===== src/rtl/tick_bcd_counter_if.sv =====
// Handshake-free signal bundle between the tick_bcd_counter and its environment.
// The master drives the tick/run/clear controls; the slave returns the count and display drive.
interface tick_bcd_counter_if;
    logic        tick_in;
    logic        run;
    logic        clear;
    logic [15:0] bcd;
    logic        carry;
    logic [6:0]  seg;
    logic [3:0]  an;

    modport master (
        output tick_in, run, clear,
        input  bcd, carry, seg, an
    );

    modport slave (
        input  tick_in, run, clear,
        output bcd, carry, seg, an
    );
endinterface


===== src/rtl/tick_bcd_counter.sv =====
// Four-digit BCD counter of divider tick rising edges, sampled as data in the clk domain,
// with a multiplexed common-anode seven-segment scan.
module tick_bcd_counter #(
    parameter int SCAN_DIV = 16
) (
    input  logic               clk,
    input  logic               reset,
    tick_bcd_counter_if.slave  bus
);

    localparam logic [15:0] LP_LAST = 16'(SCAN_DIV - 1);

    logic        r_tick_q;
    logic [15:0] r_bcd;
    logic        r_carry;
    logic [15:0] r_scan_cnt;
    logic [1:0]  r_idx;
    logic [3:0]  r_an;
    logic [6:0]  r_seg;

    logic        w_rise;
    logic [15:0] w_next;
    logic        w_wrap;
    logic [3:0]  w_digit;
    logic [6:0]  w_pattern;

    assign w_rise = bus.tick_in & ~r_tick_q;

    // Ripple the increment upward; w_wrap survives only if every digit was 9.
    always_comb begin
        w_next = r_bcd;
        w_wrap = 1'b1;
        for (int i = 0; i < 4; i++) begin
            if (w_wrap) begin
                if (r_bcd[4*i +: 4] >= 4'd9) begin
                    w_next[4*i +: 4] = 4'd0;
                end else begin
                    w_next[4*i +: 4] = r_bcd[4*i +: 4] + 4'd1;
                    w_wrap = 1'b0;
                end
            end
        end
    end

    always_ff @(posedge clk) begin
        if (!reset) begin
            r_tick_q <= 1'b1;
            r_bcd    <= '0;
            r_carry  <= 1'b0;
        end else begin
            r_tick_q <= bus.tick_in;
            if (bus.clear) begin
                r_bcd   <= '0;
                r_carry <= 1'b0;
            end else if (w_rise && bus.run) begin
                r_bcd   <= w_next;
                r_carry <= w_wrap;
            end else begin
                r_carry <= 1'b0;
            end
        end
    end

    assign w_digit = r_bcd[{r_idx, 2'b00} +: 4];

    always_comb begin
        w_pattern = 7'b1111111;
        case (w_digit)
            4'd0: w_pattern = 7'b1000000;
            4'd1: w_pattern = 7'b1111001;
            4'd2: w_pattern = 7'b0100100;
            4'd3: w_pattern = 7'b0110000;
            4'd4: w_pattern = 7'b0011001;
            4'd5: w_pattern = 7'b0010010;
            4'd6: w_pattern = 7'b0000010;
            4'd7: w_pattern = 7'b1111000;
            4'd8: w_pattern = 7'b0000000;
            4'd9: w_pattern = 7'b0010000;
            default: w_pattern = 7'b1111111;
        endcase
    end

    // Display drive lags idx by one edge so an and seg always switch together.
    always_ff @(posedge clk) begin
        if (!reset) begin
            r_scan_cnt <= '0;
            r_idx      <= 2'd0;
            r_an       <= 4'b1110;
            r_seg      <= 7'b1000000;
        end else begin
            r_an  <= ~(4'b0001 << r_idx);
            r_seg <= w_pattern;
            if (r_scan_cnt == LP_LAST) begin
                r_scan_cnt <= '0;
                r_idx      <= r_idx + 2'd1;
            end else begin
                r_scan_cnt <= r_scan_cnt + 16'd1;
            end
        end
    end

    assign bus.bcd   = r_bcd;
    assign bus.carry = r_carry;
    assign bus.seg   = r_seg;
    assign bus.an    = r_an;

endmodule


===== src/flat_wrapper.sv =====
// flat-port wrapper written by rule: the top's interface ports become plain ports
module tick_bcd_counter_flat 
#(
    parameter int SCAN_DIV = 16
)
  (clk, reset, bus_tick_in, bus_run, bus_clear, bus_bcd, bus_carry, bus_seg, bus_an);
  tick_bcd_counter_if bus_i ();
  input  logic clk;
  input  logic reset;
  input wire logic [$bits(bus_i.tick_in)-1:0] bus_tick_in;
  input wire logic [$bits(bus_i.run)-1:0] bus_run;
  input wire logic [$bits(bus_i.clear)-1:0] bus_clear;
  output wire logic [$bits(bus_i.bcd)-1:0] bus_bcd;
  output wire logic [$bits(bus_i.carry)-1:0] bus_carry;
  output wire logic [$bits(bus_i.seg)-1:0] bus_seg;
  output wire logic [$bits(bus_i.an)-1:0] bus_an;
  assign bus_i.tick_in = bus_tick_in;
  assign bus_i.run = bus_run;
  assign bus_i.clear = bus_clear;
  assign bus_bcd = bus_i.bcd;
  assign bus_carry = bus_i.carry;
  assign bus_seg = bus_i.seg;
  assign bus_an = bus_i.an;
  tick_bcd_counter #(.SCAN_DIV(SCAN_DIV)) u_core (.clk(clk), .reset(reset), .bus(bus_i));
endmodule

===== config.mk =====
export PLATFORM = sky130hd
export DESIGN_NAME = tick_bcd_counter_flat
export DESIGN_NICKNAME = d
export VERILOG_FILES = /design/src/rtl/tick_bcd_counter_if.sv /design/src/rtl/tick_bcd_counter.sv /design/src/flat_wrapper.sv
export SDC_FILE = /design/constraint.sdc
export NUM_CORES = 1
export LEC_CHECK = 0
export ABC_CLOCK_PERIOD_IN_PS = 3500
export CORE_UTILIZATION = 58
export DETAILED_ROUTE_END_ITERATION = 8
export PLACE_DENSITY = 0.95
export SLEW_MARGIN = 25
export SYNTH_ARGS = -nofsm -noshare
export SYNTH_HDL_FRONTEND = slang
export SYNTH_SLANG_ARGS = --single-unit

===== constraint.sdc =====
create_clock -name clk -period 3.5 [get_ports clk]
set_input_delay 0.7 -clock clk [delete_from_list [all_inputs] [get_ports clk]]
set_output_delay 0.7 -clock clk [all_outputs]
set_load 0.02 [all_outputs]

# After elaboration in Yosys (flattened, before gate mapping)
# Memories as Yosys holds them, arrays and structs flattened. A register that Yosys moved wholly into a read port is not among the register bits.
# Index checks and enable logic that the tools add are counted.
# Widths: inputs -> output; s select.
# op_classes
n_lt_le_gt_ge	4
eq_ne	1
mul	0
shift	2
n_bitwise	6
n_mux	10
reduce_logical	8
add_sub_neg	6
div	0
# ops
cell	n
$add 16x1->16 const B	1
$add 4x1->4 const B	4
$eq 16x4->1 const B	1
$ge 4x4->1 const B	4
$mux 4	4
$shiftx 16x5->4	1
$mux 1	6
$reduce_and 2->1	3
$not 1->1	4
$not 4->4	1
$reduce_or 2->1	2
$reduce_or 4->1	1
$shl 1x2->4 const A	1
$add 2x1->2 const B	1
$and 1x1->1	1
$logic_and 1x1->1	1
$logic_not 1->1	1
# word_totals
inputBits	5
mem_bits_rw	0
latch_bits	0
register_bits	40
n_memories	1
wordCells	47
output_inout_bits	28
rom_bits	112
# memory_table
name	depth	word_bits	rd	rd_clocked_by_memory_dff	write_ports	line_no	text
(name not given)	16	7	1	1	0	tick_bcd_counter.sv:68	case (w_digit)

# Logic depth before layout (Yosys ltp)
# Gate-level depths: netlist of run 1.
# logic_depth
depth_word	6
depth_mapped	7
mapped_depth_nobuf	6

# Least setup slack after synthesis of run 1
# Ideal clock, no wire load.
# synth_path
path_kind	register to register
startpoint	reg u_core.r_idx[1]
endpoint	reg u_core.r_seg[0] (netlist: u_core.bus.seg[0])
stages_incl_launch_ff	7
arrival_ns	1.798
setup_time_ns	0.116
required_ns	3.384
n_path_buf	1
slack_ns	1.587
synth_period_minus_slack_ns	1.913
cell_sequence	dfxtp_1 -> buf_6 -> mux4_1 -> ha_1 -> or2_0 -> a21o_1 -> and3_1
# synth_via
elab_chain_len	1
# synth_rtl
element	line_no	text
start: declaration	tick_bcd_counter.sv:17	logic [1:0] r_idx;
start signal: assignment	tick_bcd_counter.sv:95	r_idx <= r_idx + 2'd1;
$shiftx 16x5->4	tick_bcd_counter.sv:64	assign w_digit = r_bcd[{r_idx, 2'b00} +: 4];
end: declaration	tick_bcd_counter.sv:19	logic [6:0] r_seg;
# Every way passes these cells.
# A chain may end at the register's enable or synchronous reset.

# Worst setup path in the final report of run 1
# layout_path
startpoint	reg u_core.r_bcd[4] (netlist: u_core.bus.bcd[4])
endpoint	out bus_bcd[4]
# layout_rtl
element	line_no	text
start: declaration	tick_bcd_counter.sv:14	logic [15:0] r_bcd;
start signal: assignment	tick_bcd_counter.sv:56	r_bcd <= w_next;
end: declaration	flat_wrapper.sv:13	output wire logic [$bits(bus_i.bcd)-1:0] bus_bcd;
# No word-level cell between the ends.

==> results.toml, run 1 <==
[run_status]
outcome = "completed"

[global_routing]
antenna_found_initial = 0
track_usage = 0.2599
grt-ovfl-total = 0
grt_pass1_wl_um = 8521
first_global_vias = 1907
grt_max_degree = 19

[critical_path]
arrival_ns = 1.49
cp.required_ns = 2.80
regToRegSetupSlack_ns = 1.36
crit_path_cell_trace = "clkdlybuf4s50_1"
worst-setup-path-type = "flip-flop to primary output"
r2r_cells = 5
slowest_stage = "clkdlybuf4s50_1"
r2r-start = "u_core.r_idx[1]"
startpoint_type = "flip-flop"
worst_r2r_endpoint = "u_core.bus.seg[0]"
cp-end-kind = "primary output"
cpLargestDelayFamily = "buffers and inverters"
critPathMaxStageDelay_ns = 0.68
cp_max_fo = 7
critPathBufInv = 1

[logic_synthesis]
synth-adder-area-share = 0.1155
syn_area_per_cell_um2 = 9.342
synth_top_area_frac = 0.3950
seq_area_frac_synth = 0.3950
muxShareOfSynthArea = 0.05200
synth_nets = 282
yosysWarnings = 0
synthTopCellsByArea = "dfxtp_1, ha_1, nor2_1"
synth-seq-cells = 47
postSynth.asyncResetShare = 0
synth_top_family_by_area = "simple AND/OR/NAND/NOR gates"
synth_top_area_cell = "dfxtp_1"
synth_compound_area_frac = 0.1003
netlist_area_um2 = 2382
synth-simple-area-share = 0.2342
syn_inst = 255
synth-xor-area-share = 0.06250
synth_cell_types = 47
synth_top_flop_cell = "dfxtp_1"
synth_edf_count = 0

[layout]
diodes = 0
area.growth.synth_to_final_pct = 19.54
drive_gt1_frac = 0.05208
area.sequential_um2 = 940.9
num-fill-cells = 267
final_cell_area_um2 = 2848
layout.nets = 314
multi_input_area_um2 = 1345

[placement]
port_buffers = 32
placed_area_um2 = 2730
hpwl_um = 3473
gp_congestion = 0.9173

[cts]
clkLatencyLatePin_ns = 0.30
cts_buffers = 5
cts_num_sinks = 47
clk_pin_slew_worst_paths_ns = 0.08
cts_hold_buf = 0
post-cts-setup-buffer-count = 0
htreeDepth = 2
cts_tree = "built"
cts_root_buf = "clkbuf_8"
cts_buffer_depth = 2
cts_resized = 0

[drt]
dr_total_vias = 1998
dr.pass1.iters = 4
wl_per_cell_um = 15.16
postRouteAntennaNets = 0
drt-initial-drc-count = 159
routed_wl_um = 5093
vias_per_cell = 5.946
drc_errors = 0

[sta]
hold_viol_final = 0
fin_crit_sh = 0.6257
skew_ns = 0.005429
rsz0062_at_grt = "no"
setup_violations = 0
slew_violations = 0
relSlewSlack = 0.4626
fin_crit_ns = 2.190
fmax_mhz = 456.6
worstMarginPinSlew_ns = 0.7993
setup_tns_ns = 0

[hold_path]
min-delay-start = "u_core.r_scan_cnt[0]"
hold_class = "flip-flop to flip-flop"
whs_path_depth = 1
hold_path_end = "u_core.r_scan_cnt[0]"

[power]
powerDensity_nw_per_um2 = 344.6
vdd_ir_drop_max_mv = 0.2821
leakagePower_nw = 1.083

[floorplan]
die_w_um = 66.09
initial_core_util = 0.6271
ioPinCount = 33
core.rowCount = 22
die_area_um2 = 4368
core_um2 = 3799
die_h_um = 66.09

[flow_run]
drv_cap = 0
[through the flow]
| step | hold slack (ns) | setup WS [ns] | total power, W | cells | util |
|---|---|---|---|---|---|
| detailed placement | 0.4721 | 1.068 | 0.0005824 | 328 | 0.7187 |
| global route | 0.5423 | 1.247 | 0.001013 | 336 | 0.7497 |
| global placement | 0.4517 | 1.131 | 0.0005809 | 328 | 0.7187 |
| CTS | 0.4918 | 1.308 | 0.0009846 | 336 | 0.7497 |
| finish | 0.4884 | 1.310 | 0.0009812 | 336 | 0.7497 |
| floorplan | 0.4379 | 1.587 | 0.0005707 | 255 | - |
[final cells by class]
cell class                 instances  share of cell area
multi-input combinational        185              0.4723
tap                               48             0.02109
sequential                        47              0.3304
timing repair buffer              33              0.1151
clock buffer                       6             0.02900
clock inverter                     2             0.01230
inverter                          15             0.01977
[cell families (layout without fill, tap and decap cells)]
group                    Yosys count  count (layout)
AND/OR/NAND/NOR                  104             104
XOR/XNOR                          17              17
flip-flops                        47              47
multiplexers                       7               7
buffers and inverters             23              56
adder cells (fa/ha/maj)           22              22
AO/OA/AOI/OAI                     35              35
[placed cells by master, fill, tap and decap left out, types with 2 or more instances in the layout]
cell type	netlist	final
dfxtp_1	47	47
nor4_1	7	7
nor3_1	7	7
nand2_1	13	13
nand3_1	11	11
xor2_1	8	8
and4_1	2	2
nor2b_1	5	5
and2_1	3	3
and3_1	5	5
o31ai_1	2	2
o21ai_0	6	6
nand2b_1	6	6
inv_1	15	15
a21o_1	2	2
nor2_1	26	26
nand3b_1	2	2
a21boi_0	3	3
clkbuf_8	0	6
mux4_2	3	3
clkdlybuf4s50_1	0	32
nand4_1	10	10
xnor2_1	9	9
ha_1	22	22
a21oi_1	10	10
mux2i_1	3	3
[how the worst max path moves through the flow]
| stage | start | endpoint | slack (ns) | depth (start not counted) |
|---|---|---|---|---|
| detailed placement | bus_tick_in | u_core.bus.bcd[15] | 1.07 | 5 |
| finish | u_core.bus.bcd[4] | bus_bcd[4] | 1.31 | 1 |
| CTS | u_core.bus.bcd[4] | bus_bcd[4] | 1.31 | 1 |
| floorplan | u_core.r_idx[1] | u_core.bus.seg[0] | 1.59 | 6 |
| global route | bus_tick_in | u_core.bus.bcd[10] | 1.25 | 5 |
| global placement | bus_tick_in | u_core.bus.bcd[15] | 1.13 | 5 |
[state kept, by name, indices dropped and copies added (netlist names)]
signal / flops
u_core.bus.seg: 7
u_core.r_tick_q: 1
u_core.r_scan_cnt: 16
u_core.r_idx: 2
u_core.bus.an: 4
u_core.bus.bcd: 16
u_core.bus.carry: 1
[per-layer routing]
| metal | GRT usage | routed length, µm | up-vias |
|---|---|---|---|
| met5 | 0 | 0 | - |
| met4 | 0.1037 | 91 | 0 |
| met3 | 0.06724 | 334 | 9 |
| met2 | 0.4349 | 2434 | 89 |
| met1 | 0.3158 | 2233 | 939 |
| li1 | - | - | 961 |
[cells in the mapped netlist (2+ instances only)]
cell and instances:
mux4_2 3, o21ai_0 6, buf_2 2, ha_1 22, inv_1 15, dfxtp_1 47, nor3_1 7, and2_1 3
nor2b_1 5, and4_1 2, mux2i_1 3, a21boi_0 3, o31ai_1 2, a21o_1 2, nor2_1 26, nand4_1 10
xor2_1 8, a21oi_1 10, clkbuf_1 5, xnor2_1 9, nand2b_1 6, nand2_1 13, nand3b_1 2, and3_1 5
nand3_1 11, nor4_1 7
[power breakdown]
| group | switching, W | internal, W | total, W |
|---|---|---|---|
| logic | 0.0000158 | 0.0000122 | 0.0000280 |
| registers | 0.00000422 | 0.000538 | 0.000542 |
| clock network | 0.000180 | 0.000231 | 0.000411 |
| total | 0.000200 | 0.000782 | 0.000981 |
Note: power is estimated with default switching activity, not from simulation.
==> run 2, diff against run 1 <==
--- a/config.mk
+++ b/config.mk
@@ -5,10 +5,10 @@
 export SDC_FILE = /design/constraint.sdc
 export NUM_CORES = 1
 export LEC_CHECK = 0
-export ABC_CLOCK_PERIOD_IN_PS = 3500
-export CORE_UTILIZATION = 58
+export ABC_CLOCK_PERIOD_IN_PS = 2200
+export CORE_UTILIZATION = 54
 export DETAILED_ROUTE_END_ITERATION = 8
-export PLACE_DENSITY = 0.95
+export PLACE_DENSITY = 0.91
 export SLEW_MARGIN = 25
 export SYNTH_ARGS = -nofsm -noshare
 export SYNTH_HDL_FRONTEND = slang
==> constraint.sdc (replaced) <==
create_clock -name clk -period 2.2 [get_ports clk]
set_input_delay 0.44 -clock clk [delete_from_list [all_inputs] [get_ports clk]]
set_output_delay 0.44 -clock clk [all_outputs]
set_load 0.02 [all_outputs]
==> results.toml, run 2 (synthesized netlist as in run 1, its figures left out) <==
[critical_path]
r2r_cells = 5
setup.worst_path.start = "u_core.r_idx[1]"
startpoint_type = "flip-flop"
cp-endpoint = "u_core.bus.seg[3]"
cp.required_ns = 2.40
regToRegSetupSlack_ns = 0.22
worst_r2r_endpoint = "u_core.bus.seg[3]"
r2r-start = "u_core.r_idx[1]"
cp_max_fo = 6
arrival_ns = 2.18
cp-end-kind = "flip-flop"
worst-setup-path-type = "flip-flop to flip-flop"

[global_routing]
antenna_found_initial = 0
grt_max_degree = 16
grt-ovfl-total = 0
track_usage = 0.2386
grt_pass1_wl_um = 8197
first_global_vias = 1764

[cts]
cts_root_buf = "clkbuf_8"
post-cts-setup-buffer-count = 0
clkLatencyLatePin_ns = 0.30
cts_resized = 0
clk_pin_slew_worst_paths_ns = 0.09
cts_buffer_depth = 2
cts_buffers = 5
cts_num_sinks = 47
cts_hold_buf = 0
htreeDepth = 2
cts_tree = "built"

[layout]
area.growth.synth_to_final_pct = 20.75
drive_gt1_frac = 0.07143
num-fill-cells = 328
diodes = 0
area.sequential_um2 = 940.9
multi_input_area_um2 = 1345
layout_common_cells = "dfxtp_1, clkdlybuf4s50_1, nor2_1, ha_1, inv_1"
layout_commonest_cell = "dfxtp_1"
final_cell_area_um2 = 2877
layout.nets = 320

[sta]
rsz0062_at_grt = "no"
setup_violations = 0
worstMarginPinSlew_ns = 0.4855
hold_viol_final = 0
setup_tns_ns = 0
fmax_mhz = 504.3
fin_crit_ns = 1.983
fin_crit_sh = 0.9013
slew_violations = 0
skew_ns = 0.009417
relSlewSlack = 0.6763

[run_status]
outcome = "completed"

[placement]
gp_congestion = 0.9293
port_buffers = 32
hpwl_um = 3552
placed_area_um2 = 2778

[floorplan]
initial_core_util = 0.5789
ioPinCount = 33
core.rowCount = 23
die_area_um2 = 4681
core_um2 = 4115
die_h_um = 68.42
die_w_um = 68.42

[drt]
dr_total_vias = 1964
routed_wl_um = 4913
wl_per_cell_um = 14.28
dr.pass1.iters = 4
drt-initial-drc-count = 124
vias_per_cell = 5.709
postRouteAntennaNets = 0
drc_errors = 0

[hold_path]
hold_class = "flip-flop to flip-flop"
whs_path_depth = 1

[power]
leakagePower_nw = 1.099
powerDensity_nw_per_um2 = 508.8
fin_total_pwr_w = 0.001464
vdd_ir_drop_max_mv = 0.3548

[flow_run]
drv_cap = 0
==> run 2: cell types whose count changed in the layout (fill, tap and decap cells not counted), sizes merged <==
cell / before / now
buf: 1 / 7
bufinv: 1 / 0
clkinvlp: 0 / 1
==> run 2: report_power, final <==
group,switching [W],internal (W),total (W)
sequential,0.00000687,0.000856,0.000863
combinational,0.0000245,0.0000205,0.0000450
clock,0.000299,0.000257,0.000555
total,0.000330,0.00113,0.00146
==> run 2: critical path, stage by stage, from the launching register on <==
cell	delay [ns]
dfxtp_1	0.46
mux4_1	0.66
ha_1	0.21
or2_0	0.21
a21o_1	0.18
and3_1	0.15
==> run 2: per-layer routing <==
layer	vias to the layer above	share of wire	routed length, µm	track usage
li1	978	-	-	-
met3	11	0.082	405	0.06167
met5	-	0	0	0
met1	888	0.44	2140	0.3093
met2	87	0.46	2280	0.3750
met4	0	0.018	87	0.09375
==> run 2: worst min-delay path by stage <==
stage,startpoint,end,slack [ns]
final,u_core.r_scan_cnt[0],u_core.r_scan_cnt[0],0.48
after global routing,u_core.r_scan_cnt[0],u_core.r_scan_cnt[0],0.53
after global placement,u_core.r_scan_cnt[0],u_core.r_scan_cnt[0],0.45
after CTS,u_core.r_scan_cnt[0],u_core.r_scan_cnt[0],0.48
after floorplan,u_core.r_scan_cnt[0],u_core.r_scan_cnt[0],0.44
after detailed placement,u_core.r_scan_cnt[0],u_core.r_scan_cnt[0],0.46
==> run 2: area by class of cell <==
cell class / instances / share of cell area
Tap cell: 50 / 0.02175
Sequential cell: 47 / 0.3271
Clock inverter: 2 / 0.005655
Timing Repair Buffer: 39 / 0.1296
Inverter: 15 / 0.01957
Multi-Input combinational cell: 185 / 0.4676
Clock buffer: 6 / 0.02871
==> run 2: through the flow <==
| stage | util | hold slack, ns | worst slack, ns | cells |
|---|---|---|---|---|
| 4_1_cts | 0.6990 | 0.4849 | 0.2141 | 344 |
| 2_1_floorplan | - | 0.4379 | 0.2867 | 255 |
| 3_5_place_dp | 0.6750 | 0.4646 | 0.1835 | 336 |
| 5_1_grt | 0.6990 | 0.5286 | 0.07430 | 344 |
| 6_report | 0.6990 | 0.4818 | 0.2171 | 344 |
| 3_3_place_gp | 0.6750 | 0.4544 | 0.2035 | 336 |
==> run 3, diff against run 2 <==
--- a/config.mk
+++ b/config.mk
@@ -6,6 +6,7 @@
 export NUM_CORES = 1
 export LEC_CHECK = 0
 export ABC_CLOCK_PERIOD_IN_PS = 2200
+export CORE_MARGIN = 2
 export CORE_UTILIZATION = 54
 export DETAILED_ROUTE_END_ITERATION = 8
 export PLACE_DENSITY = 0.91
==> results.toml, run 3 (synthesized netlist as in run 1, its figures left out) <==
[power]
vdd_ir_drop_max_mv = 0.3515
powerDensity_nw_per_um2 = 538.9
leakagePower_nw = 1.112

[sta]
fin_crit_ns = 1.971
fmax_mhz = 507.5
hold_viol_final = 0
setup_tns_ns = 0
slew_violations = 0
relSlewSlack = 0.6768
worstMarginPinSlew_ns = 0.4836
rsz0062_at_grt = "no"
skew_ns = 0.007617
setup_violations = 0
final.setup.worst_slack_ns = 0.2294
fin_crit_sh = 0.8957

[cts]
cts_tree = "built"
cts_buffers = 5
clk_pin_slew_worst_paths_ns = 0.08
post-cts-setup-buffer-count = 0
cts_num_sinks = 47
clkLatencyLatePin_ns = 0.30
cts_buffer_depth = 2
cts_root_buf = "clkbuf_8"
htreeDepth = 2
cts_resized = 0
cts_hold_buf = 0

[critical_path]
worst-setup-path-type = "flip-flop to flip-flop"
cp_max_fo = 7
slowest_stage = "or3b_1"
arrival_ns = 2.16
setup.worst_path.start = "u_core.bus.bcd[1]"
r2r-start = "u_core.bus.bcd[1]"
cp-end-kind = "flip-flop"
crit_path_cell_trace = "inv_1, ha_1, or3b_1, and2_1, buf_4, a41oi_1, nor3_1"
startpoint_type = "flip-flop"
cp.required_ns = 2.39
critPathMaxStageDelay_ns = 0.45

[floorplan]
die_area_um2 = 4959
die_w_um = 70.42
core.rowCount = 24
ioPinCount = 33
die_h_um = 70.42
core_um2 = 4294
initial_core_util = 0.5548

[drt]
dr.pass1.iters = 4
postRouteAntennaNets = 0
wl_per_cell_um = 14.01
drt-initial-drc-count = 117
vias_per_cell = 5.662
drc_errors = 0
routed_wl_um = 4846
dr_total_vias = 1959

[layout]
area.growth.synth_to_final_pct = 21.64
layout_common_cells = "dfxtp_1, clkdlybuf4s50_1, nor2_1, ha_1, inv_1"
num-fill-cells = 342
drive_gt1_frac = 0.07143
diodes = 0
layout.nets = 320
layout_commonest_cell = "dfxtp_1"

[global_routing]
grt-ovfl-total = 0
grt_max_degree = 16
grt_pass1_wl_um = 8121
first_global_vias = 1835
antenna_found_initial = 0
track_usage = 0.2052

[hold_path]
min-delay-start = "u_core.r_scan_cnt[0]"
hold_class = "flip-flop to flip-flop"

[flow_run]
drv_cap = 0

[placement]
gp_congestion = 0.9240
hpwl_um = 3596
port_buffers = 32
pre_cts_ws_ns = 0.1436

[run_status]
outcome = "completed"
[run 3: cell types whose count changed in the layout (fill, tap and decap cells not counted), sizes merged]
cell	before	now
bufinv	0	1
clkinvlp	1	0
[run 3: area by class of cell]
| cell class | count | area, µm² | share of cell area |
|---|---|---|---|
| sequential | 47 | 940.9 | 0.3247 |
| tap | 52 | 65.06 | 0.02245 |
| timing repair buffer | 39 | 372.9 | 0.1287 |
| inverter | 15 | 56.30 | 0.01943 |
| clock inverter | 2 | 35.03 | 0.01209 |
| clock buffer | 6 | 82.58 | 0.02850 |
| multi-input combinational | 185 | 1345 | 0.4642 |
[run 3: critical path: cells and delay by family (launching register included)]
kind / cells / cell delay, ns
simple gates: 3 / 0.79
flops: 1 / 0.42
buf+inv: 2 / 0.28
compound gates: 1 / 0.20
fa+ha+maj: 1 / 0.18
[run 3: path summary, 6_finish.rpt]
check / slack, ns / cells after the start / to
worst min register to register: 0.51 / 1 / u_core.r_scan_cnt[0]
worst max-delay path: 0.23 / 7 / u_core.bus.bcd[7]
worst max register to register: 0.23 / 7 / u_core.bus.bcd[7]
worst min-delay path: 0.51 / 1 / u_core.r_scan_cnt[0]
[run 3: metrics by stage]
| stage | util | instance area (µm²) | total power (W) | hold WS (ns) | instances |
|---|---|---|---|---|---|
| after floorplan | - | 2382 | 0.0009079 | 0.4379 | 255 |
| after global placement | 0.6474 | 2780 | 0.0009260 | 0.4519 | 338 |
| after detailed placement | 0.6474 | 2780 | 0.0009284 | 0.5071 | 338 |
| after CTS | 0.6748 | 2898 | 0.001572 | 0.5197 | 346 |
| after global routing | 0.6748 | 2898 | 0.001611 | 0.5414 | 346 |
| final | 0.6748 | 2898 | 0.001562 | 0.5107 | 346 |
[run 3: power breakdown]
group          switching [W]  total [W]  internal (W)
clock               0.000285   0.000653      0.000368
sequential        0.00000677   0.000863      0.000856
combinational      0.0000254  0.0000458     0.0000205
[run 3: layer usage]
layer  part of all wire  GRT usage  vias up
met4              0.021    0.07479        0
met3              0.054    0.05772       11
met5                  0          0        -
met1               0.43     0.2431      920
met2               0.49     0.3522       51
li1                   -          -      977
==> variant 1, RTL diff (settings of run 2) <==
`SCAN_DIV` is set to 16 in 2 places; all go to 8.
--- a/src/rtl/tick_bcd_counter.sv
+++ b/src/rtl/tick_bcd_counter.sv
@@ -2,5 +2,5 @@
 // with a multiplexed common-anode seven-segment scan.
 module tick_bcd_counter #(
-    parameter int SCAN_DIV = 16
+    parameter int SCAN_DIV = 8
 ) (
     input  logic               clk,
--- a/src/flat_wrapper.sv
+++ b/src/flat_wrapper.sv
@@ -2,5 +2,5 @@
 module tick_bcd_counter_flat 
 #(
-    parameter int SCAN_DIV = 16
+    parameter int SCAN_DIV = 8
 )
   (clk, reset, bus_tick_in, bus_run, bus_clear, bus_bcd, bus_carry, bus_seg, bus_an);
Formal check against the unedited RTL: not equivalent (a bounded check fails within 10 cycles, from zero or initial values and one cycle with reset low).
==> variant 1 against run 2 <==
- sequential cell count unchanged
- synthesized area down 0.74%
- via count grew 0.10%
- highest routed layer unchanged
- final area down 1.3%
- core utilization down 0.91 points
- setup slack got worse by 0.017 ns
- total power down 1.1%
- wire length fell by 3.4%
- critical path type unchanged
- largest cell class unchanged
==> variant 1: results (changes against run 2) <==
postcts setup bufs=0 (unchanged); syn_nets=288 (+2.1%); CP arrival=2.19 ns; fillcell total=333 (+1.5%); HPWL after detailed placement=3488 um (-1.8%); clk root buf=clkbuf_8; n_diodes=0 (unchanged); ys async rst share=0% (unchanged); YS warnings=0 (unchanged); vias per inst=5.666 (-0.76%); pin count of the biggest net entering global routing=17 (+1); DR pass1 iterations=4 (unchanged); Worst Skew=0.008972 ns (-0.0004451 ns); HP Class=flop to flop; Avg WL per Cell=13.68 um (-4.2%); clock transition at the registers of the reported paths=0.09 ns (about the same); GRT Overall Usage=22.58% (-1.3 points); first-pass GRT wire length=7693 um (-6.1%); Num CTS Buffers=5 (unchanged); Peak VDD IR=0.3071 mV (-13%); GP Congestion=0.7645 (-18%); DRT iter0 DRCs=130 (+4.8%); # port buffers=32 (unchanged); buffer levels on the longest clock path=2 (unchanged); outcome=finished, final reports clean; vias in the first global route=1736 (-1.6%); P_leak=1.029 nW (-6.4%); number of nets in the layout=323 (+0.94%); post-synthesis sequential area ratio=39.79% (+0.29 points); top post-synthesis cells by area=dfxtp_1 40%, ha_1 12%, xnor2_1 4.8%, nor2_1 4.6%, a21oi_1 3.2%; Synth cell types=38 (-19%); initial antenna violation count=0 (unchanged); ratio of cells with drive above 1 in the final layout=7.407% (+0.26 points); H-tree depth=2 (unchanged); dpl ws=0.07493 ns (-0.1086 ns); most common library cells after synthesis=47 x dfxtp_1, 29 x nor2_1, 22 x ha_1; Relative slew margins=63.00% (-4.6 points); Worst-Skew Late Latency=0.30 ns (about the same); worst-path maximum fanout=7 (+1)
-- variant 1: where the power goes --
group          internal [W]  total [W]  switching [W]
combinational     0.0000211  0.0000468      0.0000257
clock              0.000227   0.000538       0.000311
sequential         0.000857   0.000863     0.00000568
total               0.00111    0.00145       0.000342
-- variant 1: timing repair --
action / CTS / global route
endpoints found under the setup margin: 0 / 3
gates resized for setup: 0 / 1
endpoints found under the hold margin: 0 / 0
-- variant 1: worst paths after layout --
| check | from | end | slack, ns | cells past startpoint |
|---|---|---|---|---|
| min | u_core.r_scan_cnt[0]$_SDFF_PP0_ | u_core.r_scan_cnt[0]$_SDFF_PP0_ | 0.45 | 1 |
| max | u_core.bus.bcd[8]$_SDFFE_PP0P_ | u_core.bus.bcd[15]$_SDFFE_PP0P_ | 0.20 | 6 |
| min reg2reg | u_core.r_scan_cnt[0]$_SDFF_PP0_ | u_core.r_scan_cnt[0]$_SDFF_PP0_ | 0.45 | 1 |
| max reg2reg | u_core.bus.bcd[8]$_SDFFE_PP0P_ | u_core.bus.bcd[15]$_SDFFE_PP0P_ | 0.20 | 6 |
-- variant 1: logic make-up after synthesis --
logic type	synth area share (%)
multiplexers	5.238
AND/OR/NAND/NOR	23.97
adder cells (fa/ha/maj)	11.64
buffers and inverters	4.867
flip-flops	39.79
XOR/XNOR	5.926
AO/OA/AOI/OAI	8.571
-- variant 1: area by class of cell --
type / instances / share of cell area [%]
sequential: 47 / 33.14
tap: 50 / 2.204
timing repair buffer: 38 / 12.87
inverter: 17 / 2.248
clock inverter: 3 / 0.8374
multi-input combinational: 187 / 46.28
clock buffer: 5 / 2.424
-- variant 1: per-layer routing --
layer	GRT usage (%)	vias up	part of all wire [%]
li1	-	978	-
met1	28.72	925	46
met2	37.75	52	49
met3	4.500	11	3.7
met4	7.813	0	1.7
met5	0	-	0
-- variant 1: worst max-delay path, stage by stage (launching register included) --
cell and delay (ns):
dfxtp_1 0.49, inv_1 0.11, ha_1 0.20, or3b_2 0.20, nand4_1 0.22, or2_2 0.38
o221a_2 0.30
-- variant 1: stage by stage --
| stage | power [W] | instances | hold WS (ns) | instance area (um2) |
|---|---|---|---|---|
| finish | 0.001448 | 347 | 0.4545 | 2839 |
| global route | 0.001499 | 347 | 0.4944 | 2839 |
| CTS | 0.001450 | 347 | 0.4560 | 2834 |
| detailed placement | 0.0009291 | 339 | 0.4380 | 2741 |
| global placement | 0.0009275 | 339 | 0.4312 | 2741 |
| floorplan | 0.0009105 | 261 | 0.4179 | 2365 |
==> variant 2, RTL diff (settings of run 2) <==
Without the edit above. Reset style: asynchronous (`reset`), changed in 2 clocked blocks.
--- a/src/rtl/tick_bcd_counter.sv
+++ b/src/rtl/tick_bcd_counter.sv
@@ -43,5 +43,5 @@
     end
 
-    always_ff @(posedge clk) begin
+    always_ff @(posedge clk or negedge reset) begin
         if (!reset) begin
             r_tick_q <= 1'b1;
@@ -82,5 +82,5 @@
 
     // Display drive lags idx by one edge so an and seg always switch together.
-    always_ff @(posedge clk) begin
+    always_ff @(posedge clk or negedge reset) begin
         if (!reset) begin
             r_scan_cnt <= '0;
Check against the original RTL: differs if reset is asserted again (counterexample within 4 cycles, from zero or initial values and one cycle with reset low); with reset held inactive, the same outputs for 10 cycles.
==> variant 2 against run 2 <==
- setup slack improved by 0.0085 ns
- wire length is 7.7% lower
- maximum frequency up 0.43%
- sequential cell count is the same
- highest routed layer unchanged
- synthesized area up 4.6%
- critical endpoint is now u_core.bus.seg[1]$_DFF_PN0_
- final area rose by 4.5%
Power is not compared: it rests on default switching activity, and its combinational part moved more than twofold at a synthesized area within 25%.
==> variant 2: results (changes against run 2) <==
Cell Area, Placed=0.002873 mm2 (+3.4%); most common library cells after synthesis=42 x dfrtp_1, 24 x nor2_1, 22 x ha_1; Synth Flop Type=dfrtp_1; clock transition at the registers of the reported paths=0.09 ns (about the same); Relative slew margins=70.88% (+3.2 points); clk root buf=clkbuf_8; Worst-Skew Late Latency=0.30 ns (about the same); DRT iter0 DRCs=90 (-27%); Max stage delay on crit path=0.64 ns (-0.02 ns); worst reg2reg startpoint=u_core.r_idx[0]$_DFFE_PN0N_; outcome=finished, final reports clean; syn_area_per_cell=10.65 um2 (+14%); dpl ws=0.1347 ns (-0.04885 ns); pin count of the biggest net entering global routing=48 (+32); Worst Skew=0.007382 ns (-0.002036 ns); HPWL after detailed placement=3287 um (-7.4%); P_leak=1.374 nW; syn_nets=261 (-7.4%); via count=1780 (-9.4%); post_cts resized=0 (unchanged); vias in the first global route=1746 (-1.0%); buffer levels on the longest clock path=2 (unchanged); Multi-input gate area=0.001200 mm2 (-11%); initial antenna violation count=0 (unchanged); worst-path maximum fanout=7 (+1); ys async rst share=100.0% (+100 points); fillcell total=330 (+0.61%); Critical Path Slowest Stage Cell=mux4_2; CP arrival=2.14 ns (-0.04 ns); H-tree depth=2 (unchanged); DR pass1 iterations=5 (+1); number of nets in the layout=298 (-6.9%); Peak VDD IR=0.3156 mV; Inst Count DP=316 (-6.0%); Synth cell types=51 (+8.5%); HP Class=input pin to asynchronous set/reset pin; postcts setup bufs=0 (unchanged); top post-synthesis cells by area=dfrtp_1 42%, ha_1 11%, dfstp_2 5.3%, nor2_1 3.6%, xnor2_1 3.5%; ratio of cells with drive above 1 in the final layout=10.29% (+3.2 points); # port buffers=32 (unchanged); Post-Route WL=4536 um (-7.7%); startpoint class of the critical path=flop; Crit path max-delay family=multiplexers; first-pass GRT wire length=7790 um (-5.0%); Num CTS Buffers=5 (unchanged); n_diodes=0 (unchanged); Pins Over Slew Limit=0 (unchanged); GRT Overall Usage=20.29% (-3.6 points); post-synthesis sequential area ratio=47.46% (+8.0 points); GP Congestion=0.8271 (-11%); Avg WL per Cell=14.00 um (-2.0%)
## variant 2: final cells by class
type	count	area share, %
flip-flops and latches	47	39.34
multi-input cells	163	39.93
inverters	18	2.248
repair buffers	36	11.91
clock inverters	2	1.998
well taps	52	2.165
clock buffers	6	2.415
## variant 2: kinds of logic (layout without fill, tap and decap cells)
logic type                 after synthesis  count (layout)  synth area share [%]
muxes                                    7               7                 4.520
AOI/OAI and AO/OA                       34              34                 8.640
xor gates and xnor gates                17              17                 6.278
and+or+nand+nor                         83              83                 17.68
buffers and inverters                   24              62                 4.369
DFF                                     47              47                 47.46
adders and majority gates               22              22                 11.05
## variant 2: worst register-to-register path, stage by stage (launching register included)
cell	delay (ns)
dfrtp_1	0.53
mux4_2	0.64
inv_1	0.19
ha_1	0.27
nor2_1	0.10
o21ai_0	0.11
## variant 2: power by group
group / switching, W / internal [W] / total [W]
Clock: 0.000276 / 0.000454 / 0.000730
Sequential: 0.0000150 / 0.000872 / 0.000887
Combinational: 0.0000550 / 0.0000404 / 0.0000954
## variant 2: routing by layer
layer	GRT usage, %	vias to the layer above	part of all wire [%]
met5	0	-	0
met4	7.111	0	1.5
met3	4.329	7	3.2
met2	33.44	42	49
met1	26.63	862	46
li1	-	869	-
## variant 2: worst paths after layout
path,to,slack (ns),depth (start not counted)
max,u_core.bus.seg[1]$_DFF_PN0_,0.23,5
min,u_core.r_scan_cnt[15]$_DFF_PN0_,0.10,2
max reg2reg,u_core.bus.seg[1]$_DFF_PN0_,0.23,5
min reg2reg,u_core.r_scan_cnt[0]$_DFF_PN0_,0.48,1
max in group asynchronous,u_core.bus.an[2]$_DFF_PN1_,1.82,2
min in group clk,u_core.r_scan_cnt[0]$_DFF_PN0_,0.48,1
